$ cat src/rtl/pulse_sync_pkg.sv
// Shared constants for the toggle-based pulse synchronizer receiver.
// State encoding, default synchronizer depth and legal parameter ranges.
package pulse_sync_pkg;

    localparam logic ST_IDLE = 1'b0;
    localparam logic ST_HOLD = 1'b1;

    localparam int unsigned SYNC_STAGES_DEF = 2;
    localparam int unsigned SYNC_STAGES_MIN = 2;
    localparam int unsigned SYNC_STAGES_MAX = 4;

    localparam int unsigned ACK_DLY_MIN = 1;
    localparam int unsigned ACK_DLY_MAX = 15;

    // Delay counter must hold ACK_DLY_MAX - 1.
    localparam int unsigned DLY_W = 4;

endpackage

$ cat src/rtl/sync_ff.sv
// N-stage single-bit synchronizer for asynchronous inputs entering a clock domain.
// Synchronous active-low reset clears the whole chain.
module sync_ff
    import pulse_sync_pkg::*;
#(
    parameter int unsigned N = SYNC_STAGES_DEF
) (
    input  logic clk,
    input  logic rst_n,
    input  logic d,
    output logic q
);

    logic [N-1:0] chain;

    always_ff @(posedge clk) begin
        if (!rst_n) begin
            chain <= '0;
        end else begin
            chain <= {chain[N-2:0], d};
        end
    end

    assign q = chain[N-1];

endmodule

$ cat src/rtl/pulse_sync_rx.sv
// Destination-side receiver of the toggle pulse synchronizer: one d_out pulse per
// source toggle, delayed ack toggle back to the source, event count and overrun flag.
module pulse_sync_rx
    import pulse_sync_pkg::*;
#(
    parameter int unsigned SYNC_STAGES = SYNC_STAGES_DEF,
    parameter int unsigned ACK_DLY     = 1,
    parameter int unsigned CNT_W       = 8
) (
    input  logic             clk_dst,
    input  logic             rst_n,
    input  logic             tq,
    input  logic             clr_cnt,
    output logic             d_out,
    output logic             ack,
    output logic [CNT_W-1:0] rx_cnt,
    output logic             err_ovf
);

    localparam logic [DLY_W-1:0] DLY_INIT = DLY_W'(ACK_DLY - 1);

    logic             tq_s;
    logic             tq_d;
    logic             tq_edge;
    logic             state;
    logic             state_nxt;
    logic [DLY_W-1:0] dly_cnt;
    logic [DLY_W-1:0] dly_nxt;
    logic             tq_d_nxt;
    logic             d_out_nxt;
    logic             ack_nxt;
    logic             err_nxt;
    logic [CNT_W-1:0] cnt_nxt;
    logic             fire;
    logic             violation;

    sync_ff #(
        .N (SYNC_STAGES)
    ) u_sync (
        .clk   (clk_dst),
        .rst_n (rst_n),
        .d     (tq),
        .q     (tq_s)
    );

    // An unconsumed toggle shows up as a difference between tq_s and tq_d.
    assign tq_edge = tq_s ^ tq_d;

    always_ff @(posedge clk_dst) begin
        if (!rst_n) begin
            state <= ST_IDLE;
        end else begin
            state <= state_nxt;
        end
    end

    always_comb begin
        state_nxt = state;
        case (state)
            ST_IDLE: begin
                if (tq_edge) begin
                    state_nxt = ST_HOLD;
                end
            end
            ST_HOLD: begin
                if (dly_cnt == '0) begin
                    state_nxt = ST_IDLE;
                end
            end
            default: state_nxt = ST_IDLE;
        endcase
    end

    // Next values for the registered outputs and datapath.
    always_comb begin
        fire      = 1'b0;
        violation = 1'b0;
        d_out_nxt = 1'b0;
        tq_d_nxt  = tq_d;
        dly_nxt   = dly_cnt;
        ack_nxt   = ack;
        case (state)
            ST_IDLE: begin
                if (tq_edge) begin
                    fire      = 1'b1;
                    d_out_nxt = 1'b1;
                    tq_d_nxt  = tq_s;
                    dly_nxt   = DLY_INIT;
                end
            end
            ST_HOLD: begin
                // A toggle arriving here stays pending and is consumed back in IDLE.
                violation = tq_edge;
                if (dly_cnt == '0) begin
                    ack_nxt = ~ack;
                end else begin
                    dly_nxt = dly_cnt - DLY_W'(1);
                end
            end
            default: ;
        endcase

        err_nxt = violation | (err_ovf & ~clr_cnt);

        if (clr_cnt) begin
            cnt_nxt = fire ? CNT_W'(1) : '0;
        end else begin
            cnt_nxt = rx_cnt + CNT_W'(fire);
        end
    end

    always_ff @(posedge clk_dst) begin
        if (!rst_n) begin
            tq_d    <= 1'b0;
            d_out   <= 1'b0;
            ack     <= 1'b0;
            dly_cnt <= '0;
            rx_cnt  <= '0;
            err_ovf <= 1'b0;
        end else begin
            tq_d    <= tq_d_nxt;
            d_out   <= d_out_nxt;
            ack     <= ack_nxt;
            dly_cnt <= dly_nxt;
            rx_cnt  <= cnt_nxt;
            err_ovf <= err_nxt;
        end
    end

endmodule
$ cat config.mk
export PLATFORM = sky130hd
export DESIGN_NAME = pulse_sync_rx
export DESIGN_NICKNAME = d
export VERILOG_FILES = /design/src/rtl/pulse_sync_pkg.sv /design/src/rtl/sync_ff.sv /design/src/rtl/pulse_sync_rx.sv
export SDC_FILE = /design/constraint.sdc
export NUM_CORES = 1
export LEC_CHECK = 0
export ABC_AREA = 1
export BUFFER_PORTS_ARGS = -buffer_cell sky130_fd_sc_hd__buf_2
export CORE_UTILIZATION = 35
export CTS_BUF_LIST = sky130_fd_sc_hd__clkbuf_2
export DETAILED_ROUTE_END_ITERATION = 7
export PLACE_DENSITY = 0.64
export SETUP_SLACK_MARGIN = 0.02
export SYNTH_ARGS = -nofsm -noshare
export SYNTH_HDL_FRONTEND = slang
export SYNTH_SLANG_ARGS = --single-unit
$ cat constraint.sdc
create_clock -name clk_dst -period 3.99 [get_ports clk_dst]
set_clock_uncertainty 0.2 [all_clocks]
set_input_delay 1.197 -clock clk_dst [delete_from_list [all_inputs] [get_ports clk_dst]]
set_output_delay 1.197 -clock clk_dst [all_outputs]
set_load 0.1 [all_outputs]
### Yosys cells after proc, flatten, opt, wreduce, memory -nomap -nowiden

Cells that the tools add are included.

| storage, ports and cells | value |
|---|---|
| bits in registers | 19 |
| bits in latches | 0 |
| RAM bits | 0 |
| memory bits (read-only) | 0 |
| output and inout port bits | 11 |
| logic and storage cells | 32 |
| memories kept | 0 |

| operators by class | value |
|---|---|
| add/sub/neg operators | 2 |
| multipliers | 0 |
| divide/modulo/power cells | 0 |
| $lt $le $gt $ge | 0 |
| eq/ne operators | 2 |
| shifts and indexed selects | 0 |
| muxes and demuxes | 10 |
| bitwise gates (word level) | 6 |
| reductions and logical operators | 4 |

Operators with widths:

| cell | count |
|---|---|
| adder 8 x 1 -> 8 bit | 1 |
| two-way mux 4 bit | 2 |
| two-way mux 8 bit | 1 |
| case mux 4 bit (2 select lines) | 1 |
| AND reduction 2 bit | 3 |
| two-way mux 1 bit | 5 |
| zero test 4 bit | 1 |
| != test 2 bit (second input constant) | 2 |
| subtractor 4 x 1 -> 4 bit (second input constant) | 1 |
| NOT 1 bit | 3 |
| case mux 1 bit (2 select lines) | 1 |
| AND 1 bit | 1 |
| OR 1 bit | 1 |
| bitwise XOR 1 bit | 1 |

### Depth between registers and ports, before layout

| logic depth | value |
|---|---|
| word-level depth | 5 |
| gate-level depth with buffers | 11 |
| depth with buffers taken out | 11 |

### Hierarchy

From an unflattened synthesis, not the netlist that was laid out.

| second synthesis, totals | value |
|---|---|
| cell total of the unflattened synthesis | 108 |
| area, all modules | 838.3 µm² |

Modules (own cells, without submodules):

| module | times used | cells each | area each (µm²) | seq. area each (µm²) |
|---|---|---|---|---|
| pulse_sync_rx | 1 | 102 | 783.3 | 340.3 |
| sync_ff | 1 | 6 | 55.1 | 40.0 |

### Worst setup path before layout

Ideal clock, no wire load.

| timing | value |
|---|---|
| kind | reg-to-output |
| start | register rx_cnt[5] |
| end | output port rx_cnt[5] |
| data arrival time | 0.976 ns |
| required time | 2.593 ns |
| path slack | 1.617 ns |
| stages on the path, launching flop included | 1 |
| buffers on the path | 0 |
| path through | dfxtp_1 |

RTL lines:

| what | line | source |
|---|---|---|
| start, declared | pulse_sync_rx.sv:16 | `output logic [CNT_W-1:0] rx_cnt,` |
| start signal, assigned | pulse_sync_rx.sv:125 | `rx_cnt <= cnt_nxt;` |

No word-level cell between the ends.

### Worst setup path in the final report

| timing | value |
|---|---|
| start | register rx_cnt[5] |
| end | output port rx_cnt[5] |

No word-level cell between the ends.

==> impl_metrics.json <==
{
  "outcome": "finished, final reports clean",
  "internal_power_uw": 229,
  "cts_max_level": 1,
  "synth_top_cells_by_count": "nand2_1 (21), dfxtp_1 (19), inv_1 (16), a21oi_1 (9), nor2_1 (9)",
  "ir_drop_mv": 0.178,
  "fmax_mhz": 386,
  "grt_antenna_before_repair": 0,
  "combPwrFrac_pct": 12.2,
  "seq_area_frac_synth_pct": 45.3,
  "fin_hold_ws_ns": 0.229,
  "ios": 15,
  "dieArea_um2": 2600,
  "critPathLaunchType": "register",
  "cp_top_family": "buffers and inverters",
  "min_period_ns": 2.59,
  "wl_per_cell_um": 9.97,
  "crit_path_top_delay_cell": "buf_2",
  "final_cell_count_no_fill": 155,
  "synth_flop_cell": "dfxtp_1",
  "firstDrtPassIters": 4,
  "worstPathRequired_ns": 2.59,
  "core_um2": 2230,
  "multi_input_area_um2": 384,
  "synth_top_area_share_pct": 45.3,
  "grt_use_total_pct": 13.1,
  "drt_iter0_drc": 13,
  "synth.lib_cells_used.distinct": 21,
  "yosysTopAreaCell": "dfxtp_1",
  "fp.dieW_um": 51.0,
  "path_cells": "buf_2",
  "synth_area_leaders": "dfxtp_1 (45%), nand2_1 (9.4%), inv_1 (7.2%)",
  "max_cap_viol_count": 0,
  "cts_buffers": 3,
  "row_count": 17,
  "num_vias": 713,
  "clk_pin_slew_ns": 0.17,
  "cts_setup_buffers": 0,
  "cts-root-buf": "clkbuf_2",
  "grt_pass1_vias": 653,
  "portBuffers": 14,
  "grt_pass1_wl_mm": 2.48,
  "arrival_ns": 1.19,
  "wl_mm": 1.55,
  "clk_latency_ns": 0.30,
  "start_util_pct": 37.6,
  "setup_viol": 0,
  "cts_buffer_depth": 2,
  "syn_area_um2": 840,
  "gp_congestion": 0.775,
  "rsz0062_at_grt": "no",
  "cts_sinks": 19,
  "hold_violations": 0,
  "clockPowerShare_pct": 26.0,
  "critPathKind": "register to output port",
  "fin_tns_setup_ns": 0,
  "hold_buffers": 0,
  "drtAntennaViolNets": 0,
  "slowest_delay_ns": 0.46,
  "path_buf_inv": 1,
  "drv_slew": 0,
  "async_reset_ff_share_pct": 0,
  "worstHoldPathType": "register to register",
  "timing.final.crit_share_pct": 64.9,
  "nNetsFinal": 135,
  "path_max_fanout": 6,
  "final_util_pct": 43.2,
  "synth_enable_flop_cells": 0,
  "place_hpwl_mm": 1.23,
  "tightestPinTransition_ns": 0.487,
  "n_fill_cell": 253,
  "die_y_um": 51.0,
  "n_antenna_cell": 0,
  "cts_tree": "built",
  "synth_warnings": 0,
  "layout-drive-gt1-share_pct": 24.4,
  "grt.overflow.total": 0,
  "powerDensity_nw_per_um2": 331,
  "via_per_inst": 4.60,
  "dp.cells": 151,
  "seq_power_share_pct": 61.8,
  "p_switching_uw": 90.0,
  "power_leakage_uw": 0.000453,
  "synthCells": 109,
  "drc": 0,
  "synth_most_common_cell": "nand2_1",
  "maxSlewHeadroom_pct": 67.8,
  "grt_max_degree": 11,
  "syn2layout_area_growth_pct": 14.9,
  "syn_nets": 116,
  "register_area_um2": 380,
  "yosys_register_bits": 19,
  "avgSynthCellArea_um2": 7.70,
  "cts_resized": 0,
  "netSwitchingFraction_pct": 28.2,
  "end_kind": "output port"
}
through the flow:
stage	worst slack, ns	total power (µW)	cell area, µm²
2_1_floorplan	1.62	232	840
3_3_place_gp	1.79	240	945
3_5_place_dp	1.76	241	945
4_1_cts	1.38	327	965
5_1_grt	1.32	337	965
6_report	1.40	319	965
cell type report:
class	instances	share of cell area (%)
multi-input cells	70	39.8
flip-flops and latches	19	39.4
inverters	20	7.78
repair buffers	14	7.26
well taps	28	3.63
clock buffers	4	2.08
path summary, 6_finish.rpt:
check	from	to	slack, ns	depth (start not counted)
worst max-delay path	rx_cnt[5]	rx_cnt[5]	1.40	1
worst min register to register	u_sync.chain[0]	u_sync.chain[1]	0.23	2
worst min-delay path	u_sync.chain[0]	u_sync.chain[1]	0.23	2
worst max register to register	state	rx_cnt[6]	2.13	10
state kept, by name (all words and copies together) (netlist names):
name	cells
ack	1
rx_cnt	8
tq_d	1
state	1
u_sync.chain	2
dly_cnt	4
err_ovf	1
d_out	1
cell families after synthesis:
family	synth area share [%]
simple gates	26.1
buf+inv	8.94
flops	45.3
compound gates	13.1
fa+ha+maj	4.47
xor+xnor	2.09
power by group through the flow:
stage               logic, µW  clock network [µW]  registers (µW)
floorplan                14.3                   0             218
global placement         38.9                   0             201
detailed placement       39.4                   0             201
CTS                      39.5                90.3             197
global route             42.3                97.0             198
finish                   38.9                83.0             197
layout by cell type (no fill, tap or decap), drive strengths merged, types with 2 or more instances in the layout:
master | netlist | layout
nor2 | 12 | 12
a21oi | 11 | 11
dfxtp | 19 | 19
xor2 | 2 | 2
inv | 20 | 20
buf | 0 | 14
ha | 3 | 3
o21ai | 5 | 5
nand2 | 24 | 24
nand3 | 9 | 9
clkbuf | 0 | 4
routing by layer:
| metal | part of all wire, % | vias to the layer above | track usage (%) |
|---|---|---|---|
| li1 | - | 380 | - |
| met1 | 45 | 318 | 12.3 |
| met2 | 50 | 13 | 25.9 |
| met3 | 4.0 | 2 | 6.25 |
| met4 | 0.65 | 0 | 1.39 |
| met5 | 0 | - | 0 |
Note: power is estimated with default switching activity, not from simulation.
